<file path="src/rtl/fft8_input_framer.sv">
// Serial-to-parallel framer ahead of the 8-point FFT: gathers 8 samples into a fill
// buffer, then hands the frame to a held output bank under a valid/ready handshake.
module fft8_input_framer #(
    parameter int unsigned N = 4,
    localparam int unsigned W = 2 ** N
) (
    input  logic         clk,
    input  logic         rst,
    input  logic [W-1:0] in_data,
    input  logic         in_valid,
    output logic         in_ready,
    input  logic         in_last,
    output logic [W-1:0] a0,
    output logic [W-1:0] a1,
    output logic [W-1:0] a2,
    output logic [W-1:0] a3,
    output logic [W-1:0] a4,
    output logic [W-1:0] a5,
    output logic [W-1:0] a6,
    output logic [W-1:0] a7,
    output logic         out_valid,
    input  logic         out_ready,
    output logic [7:0]   frame_cnt,
    output logic         sync_err
);

    logic [W-1:0] fb_q [8];
    logic [W-1:0] a_q  [8];
    logic [W-1:0] a_d  [8];
    logic [2:0]   wr_idx_q, wr_idx_d;
    logic         fill_full_q, fill_full_d;
    logic         out_valid_q, out_valid_d;
    logic         sync_err_q, sync_err_d;
    logic [7:0]   frame_cnt_q, frame_cnt_d;
    logic         accept;
    logic         transfer;

    assign in_ready = !fill_full_q;
    assign accept   = in_valid && !fill_full_q;
    assign transfer = fill_full_q && (!out_valid_q || out_ready);

    always_comb begin
        wr_idx_d    = wr_idx_q;
        fill_full_d = fill_full_q;
        out_valid_d = out_valid_q;
        sync_err_d  = sync_err_q;
        frame_cnt_d = frame_cnt_q;
        a_d         = a_q;

        if (accept) begin
            if (wr_idx_q == 3'd7) begin
                fill_full_d = 1'b1;
                wr_idx_d    = 3'd0;
                // A frame without its last marker is still emitted, but flagged.
                if (!in_last) begin
                    sync_err_d = 1'b1;
                end
            end else if (in_last) begin
                wr_idx_d   = 3'd0;
                sync_err_d = 1'b1;
            end else begin
                wr_idx_d = wr_idx_q + 3'd1;
            end
        end

        // Fill and accept are mutually exclusive, so these never collide on fill_full.
        if (transfer) begin
            a_d         = fb_q;
            out_valid_d = 1'b1;
            fill_full_d = 1'b0;
            frame_cnt_d = frame_cnt_q + 8'd1;
        end else if (out_valid_q && out_ready) begin
            out_valid_d = 1'b0;
        end
    end

    // Fill buffer carries no reset; its contents are only read once fill_full is set.
    always_ff @(posedge clk) begin
        if (accept) begin
            fb_q[wr_idx_q] <= in_data;
        end
    end

    always_ff @(posedge clk) begin
        if (!rst) begin
            wr_idx_q    <= 3'd0;
            fill_full_q <= 1'b0;
            out_valid_q <= 1'b0;
            sync_err_q  <= 1'b0;
            frame_cnt_q <= 8'd0;
            for (int i = 0; i < 8; i++) begin
                a_q[i] <= '0;
            end
        end else begin
            wr_idx_q    <= wr_idx_d;
            fill_full_q <= fill_full_d;
            out_valid_q <= out_valid_d;
            sync_err_q  <= sync_err_d;
            frame_cnt_q <= frame_cnt_d;
            a_q         <= a_d;
        end
    end

    assign a0        = a_q[0];
    assign a1        = a_q[1];
    assign a2        = a_q[2];
    assign a3        = a_q[3];
    assign a4        = a_q[4];
    assign a5        = a_q[5];
    assign a6        = a_q[6];
    assign a7        = a_q[7];
    assign out_valid = out_valid_q;
    assign frame_cnt = frame_cnt_q;
    assign sync_err  = sync_err_q;

endmodule

</file>
<file path="config.mk">
export PLATFORM = sky130hd
export DESIGN_NAME = fft8_input_framer
export DESIGN_NICKNAME = d
export VERILOG_FILES = /design/src/rtl/fft8_input_framer.sv
export SDC_FILE = /design/constraint.sdc
export NUM_CORES = 1
export LEC_CHECK = 0
export ABC_AREA = 1
export CAP_MARGIN = 20
export CORE_MARGIN = 2
export CORE_UTILIZATION = 30
export DETAILED_ROUTE_END_ITERATION = 12
export MAX_ROUTING_LAYER = met4
export PLACE_DENSITY = 0.58
export SYNTH_ARGS = -nofsm -noshare
export SYNTH_HDL_FRONTEND = slang
export SYNTH_SLANG_ARGS = --single-unit
</file>
<file path="constraint.sdc">
create_clock -name clk -period 2.2 [get_ports clk]
set_input_delay 0.33 -clock clk [delete_from_list [all_inputs] [get_ports clk]]
set_output_delay 0.33 -clock clk [all_outputs]
set_load 0.005 [all_outputs]
</file>
### Word level (Yosys, flattened, before mapping)

Index checks and enable logic that the tools add are counted.

* register bits after elaboration: 270
* output and inout port bits: 139
* logic and storage cells: 51
* bits of input ports: 21

* bitwise gates (word level): 2
* reduce and logical (&&, ||, !) cells: 12
* add/sub/neg operators: 2
* order comparisons: 2
* muxes and demuxes: 10
* equal/unequal tests: 2

Operators by type and width (number)
* $bwmux W128: 1
* $demux W16 S3: 1
* $mux W16: 1
* $add A8 B1 Y8 const B: 1
* $mux W3: 2
* $mux W1: 5
* $ge A4 B4 Y1 const B: 1
* $logic_and A1 B1 Y1: 4
* $lt A4 B1 Y1 const B: 1
* $not A3 Y4: 1
* $reduce_bool A2 Y1: 2
* $add A3 B1 Y3 const B: 1
* $eq A3 B3 Y1 const B: 1
* $reduce_and A3 Y1: 1
* $logic_not A1 Y1: 2
* $ne A2 B2 Y1 const B: 1
* $reduce_and A2 Y1: 1
* $reduce_or A2 Y1: 1
* $logic_or A1 B1 Y1: 1
* $not A1 Y1: 1

### Logic depth before layout (Yosys ltp)

* word-level depth: 6
* gate-level depth with buffers: 8

### Worst setup path after synthesis

OpenSTA, ideal clock, no wires.

* path type: register to register
* start point: register fill_full_q
* end point: register fb_q[100] (netlist bit) (enable)
* setup slack: 0.379 ns
* arrival: 1.432 ns
* stages on the path, launching flop included: 6
* path buffers: 0
* cell sequence: dfxtp_1 inv_2 nand2_1 nor2_1 inv_1 nor2_1

* longest elaborated chain between the ends: 2

RTL lines
* from (decl): RTL line 31 `logic fill_full_q, fill_full_d;`
* from (signal assigned): RTL line 96 `fill_full_q <= fill_full_d;`
* $logic_not A1 Y1
* named net in_ready: RTL line 11 `output logic in_ready,`
* $logic_and A1 B1 Y1: RTL line 39 `assign accept = in_valid && !fill_full_q;`
* to (signal, indexed assignment): RTL line 80 `fb_q[wr_idx_q] <= in_data;`
* to (decl): RTL line 27 `logic [W-1:0] fb_q [8];`

The timed path passes the listed nets, and every way through them passes these cells.
A chain may end at the register's enable or synchronous reset.

### Worst setup path in the final report

* start point: register frame_cnt_q[3], in the netlist frame_cnt[3]
* end point: output port frame_cnt[3]

RTL lines
* from (decl): RTL line 34 `logic [7:0] frame_cnt_q, frame_cnt_d;`
* from (signal assigned): RTL line 99 `frame_cnt_q <= frame_cnt_d;`
* to (decl): RTL line 23 `output logic [7:0] frame_cnt,`

No word-level cell between the ends.

==> results.py <==
metrics = {
    "cts": {
        "clock_latency_ns": 0.53,
        "tritoncts_clock_tree": "done",
        "clock-sinks": 270,
        "clkSlewWorstSetupHoldPaths_ns": 0.06,
        "cts_root_buffer": "clkbuf_16",
        "setup_bufs_post_cts": 0,
        "clock_tree.buffer_depth": 3,
        "holdBufCountCts": 0,
        "number_of_clock_buffers_inserted_by_tritoncts": 28,
        "h-tree-depth": 1,
        "cts_resized": 0,
    },
    "detailed_routing": {
        "route.detailed.wl_per_inst_um": 16.8,
        "drtAntennaViolNets": 0,
        "num_vias": 6037,
        "drt_first_pass_iters": 4,
        "drtIter0Drc": 323,
        "routed_wire_length_mm": 23.0,
        "route.detailed.vias_per_inst": 4.42,
        "post-route-drc-count": 0,
    },
    "placement": {
        "detailed_place.area_mm2": 0.0112,
        "half_perimeter_wire_length_of_the_detailed_placement_result_mm": 14.4,
        "gpl.final_weighted_congestion": 0.754,
        "placement.io_buffers": 159,
    },
    "sta": {
        "slew_at_the_pin_closest_to_its_max_slew_limit_ns": 0.760,
        "hold_viol": 0,
        "max_freq_mhz": 537,
        "max_slew_margin": 0.491,
        "finalCritPeriodShare": 0.846,
        "count_of_pins_over_their_slew_limit": 0,
        "rsz_0062_raised_after_global_routing": "no",
        "timing.final.setup_violations": 0,
        "fin_tns_setup_ns": 0,
        "finalClockSkew_ns": 0.00700,
        "final.min_clock_period_ns": 1.86,
    },
    "power_and_ir_drop": {
        "cellLeakagePower_nw": 4.06,
        "combinational_share_of_power": 0.028,
        "fin_total_pwr_w": 0.0102,
        "vdd_ir_max_mv": 0.518,
        "cell_internal_pwr_w": 0.00812,
        "p_switching_w": 0.00210,
        "clkPwrFrac": 0.452,
        "pwr_density_cell_mw_per_mm2": 847,
        "seqPwrFrac": 0.520,
        "power_switching_share": 0.206,
    },
    "floorplanning": {
        "num_rows": 63,
        "die_width_um": 176,
        "die_y_um": 176,
        "die_area_mm2": 0.0311,
        "num_io_pins": 160,
        "core_footprint_mm2": 0.0294,
        "starting_density": 0.303,
    },
    "synth": {
        "synth_fa_ha_area_frac": 0.00562,
        "mappedNetlistArea_mm2": 0.00890,
        "synth_xor_xnor_area_share": 0,
        "synth_seq_area_share": 0.751,
        "yosysWarnings": 0,
        "ys_top_cells_by_area": "edfxtp_1 (43%), dfxtp_1 (32%), nor2_1 (12%)",
        "post_synth_mux_area_share": 0,
        "compound_gate_fraction_of_synth_area": 0.0825,
        "yosys_register_bits": 270,
        "yosysTopAreaCell": "edfxtp_1",
        "syn_avg_cell_area_um2": 11.3,
        "synth_top_cell_area_share": 0.432,
        "post_synth_and_or_nand_nor_area_fraction": 0.135,
        "synth_cell_type_count": 19,
        "mappedNetlistNets": 814,
        "synth_cells": 789,
        "dominant_combinational_cell_family_by_area_after_synthesis": "simple AND/OR/NAND/NOR gates",
    },
    "layout": {
        "nets": 979,
        "areaGrowthSynthToFinish_pct": 35.7,
        "leading_cell_types_in_the_layout_fill_and_taps_excluded": "nor2_1 (277), clkdlybuf4s50_1 (158), dfxtp_1 (142)",
        "final_area_mm2": 0.0121,
        "final_common_cell": "nor2_1",
        "drive_above_1_share": 0.0708,
    },
    "global_route": {
        "first_pass_grt_wire_length_mm": 34.5,
        "first_global_vias": 5834,
        "grt_antenna_before_repair": 0,
        "grt_overflow_total": 0,
        "grtUsageTotal": 0.152,
        "largest_net_degree_at_the_start_of_global_routing": 53,
    },
    "critical_path": {
        "worst_path_max_delay_cell": "clkdlybuf4s50_1",
        "worst-r2r-setup-slack_ns": 0.57,
        "path_class": "flop to output port",
        "cp_top_family": "buffers and inverters",
        "cp_capture_type": "output port",
        "depth_of_the_worst_register_to_register_path": 6,
        "worstPathMaxFanout": 7,
        "startpoint_type": "flop",
        "crit_chain": "clkdlybuf4s50_1",
        "crit_arrival_ns": 1.53,
        "worst_r2r_endpoint": "fb_q[11]",
        "cp_num_buf_inv": 1,
        "worst_ep_required_time_ns": 1.87,
        "crit-reg2reg-launch": "fill_full_q",
        "largest_stage_delay_on_the_critical_path_ns": 0.55,
    },
    "run_status": {
        "run_status": "complete, no violations",
    },
    "job": {
        "cap_viol_max_count": 0,
    },
    "min_path": {
        "worstHoldPathType": "input port to flop",
        "min_to": "sync_err",
        "timing.hold.worst_path_depth": 2,
        "min_from": "rst",
    },
}
[layer usage]
| metal | GRT usage | wire, um | vias up |
|---|---|---|---|
| met2 | 0.255 | 11300 | 148 |
| met1 | 0.186 | 9960 | 2875 |
| li1 | - | - | 2971 |
| met5 | - | 0 | - |
| met3 | 0.0273 | 1110 | 43 |
| met4 | 0.0482 | 674 | 0 |
[power by group through the flow]
| stage | logic (W) | registers (W) | clock network [W] |
|---|---|---|---|
| finish | 0.000284 | 0.00532 | 0.00462 |
| global route | 0.000316 | 0.00532 | 0.00492 |
| CTS | 0.000294 | 0.00532 | 0.00474 |
| detailed placement | 0.000293 | 0.00543 | 0 |
| global placement | 0.000290 | 0.00543 | 0 |
| floorplan | 0.000109 | 0.00543 | 0 |
[registers in the layout, indices dropped and copies added, names as in the netlist]
register,cells
a7,16
fb_q,128
fill_full_q,1
frame_cnt,8
a6,16
a2,16
sync_err,1
a3,16
a1,16
wr_idx_q,3
a0,16
out_valid,1
a5,16
a4,16
[logic make-up after synthesis]
logic type | count (synthesis)
compound gates | 143
simple gates | 315
fa+ha+maj | 4
buf+inv | 57
flops | 270
[metrics by stage]
step                setup slack [ns]  cells  hold slack, ns   util
finish                         0.338   1366           0.239  0.411
global route                   0.294   1365           0.269  0.411
CTS                            0.316   1365           0.235  0.411
detailed placement             0.219   1314           0.452  0.380
global placement               0.189   1314           0.452  0.380
floorplan                      0.379    789           0.429      -
[worst max-delay path by stage]
stage,start,end,slack [ns],depth (start not counted)
2_1_floorplan,fill_full_q,fb_q[100],0.38,5
3_3_place_gp,in_valid,fb_q[14],0.19,6
3_5_place_dp,in_valid,fb_q[6],0.22,6
4_1_cts,frame_cnt[3],frame_cnt[3],0.32,1
5_1_grt,fill_full_q,in_ready,0.29,2
6_report,frame_cnt[3],frame_cnt[3],0.34,1
[layout make-up]
type / instances / area (um^2)
antenna: 1 / 2.50
clock buffer: 40 / 828
clock inverter: 11 / 83.8
fill: 2824 / 17300
inverter: 14 / 52.6
multi-input combinational: 462 / 2000
sequential: 270 / 6690
tap: 390 / 488
timing repair buffer: 178 / 1930
[synthesized netlist by cell type]
cell        n
nor2_1    281
dfxtp_1   142
o21ai_0   130
edfxtp_1  128
clkbuf_1   36
nand2_1    25
inv_1      13
a21oi_1     9
buf_2       5
ha_1        4
nand4_1     4
nand3_1     3
a211oi_1    2
buf_4       2
a21oi_4     1
inv_2       1
nor3_1      1
nor3b_1     1
o21a_1      1
(Power assumes the default switching activity.)
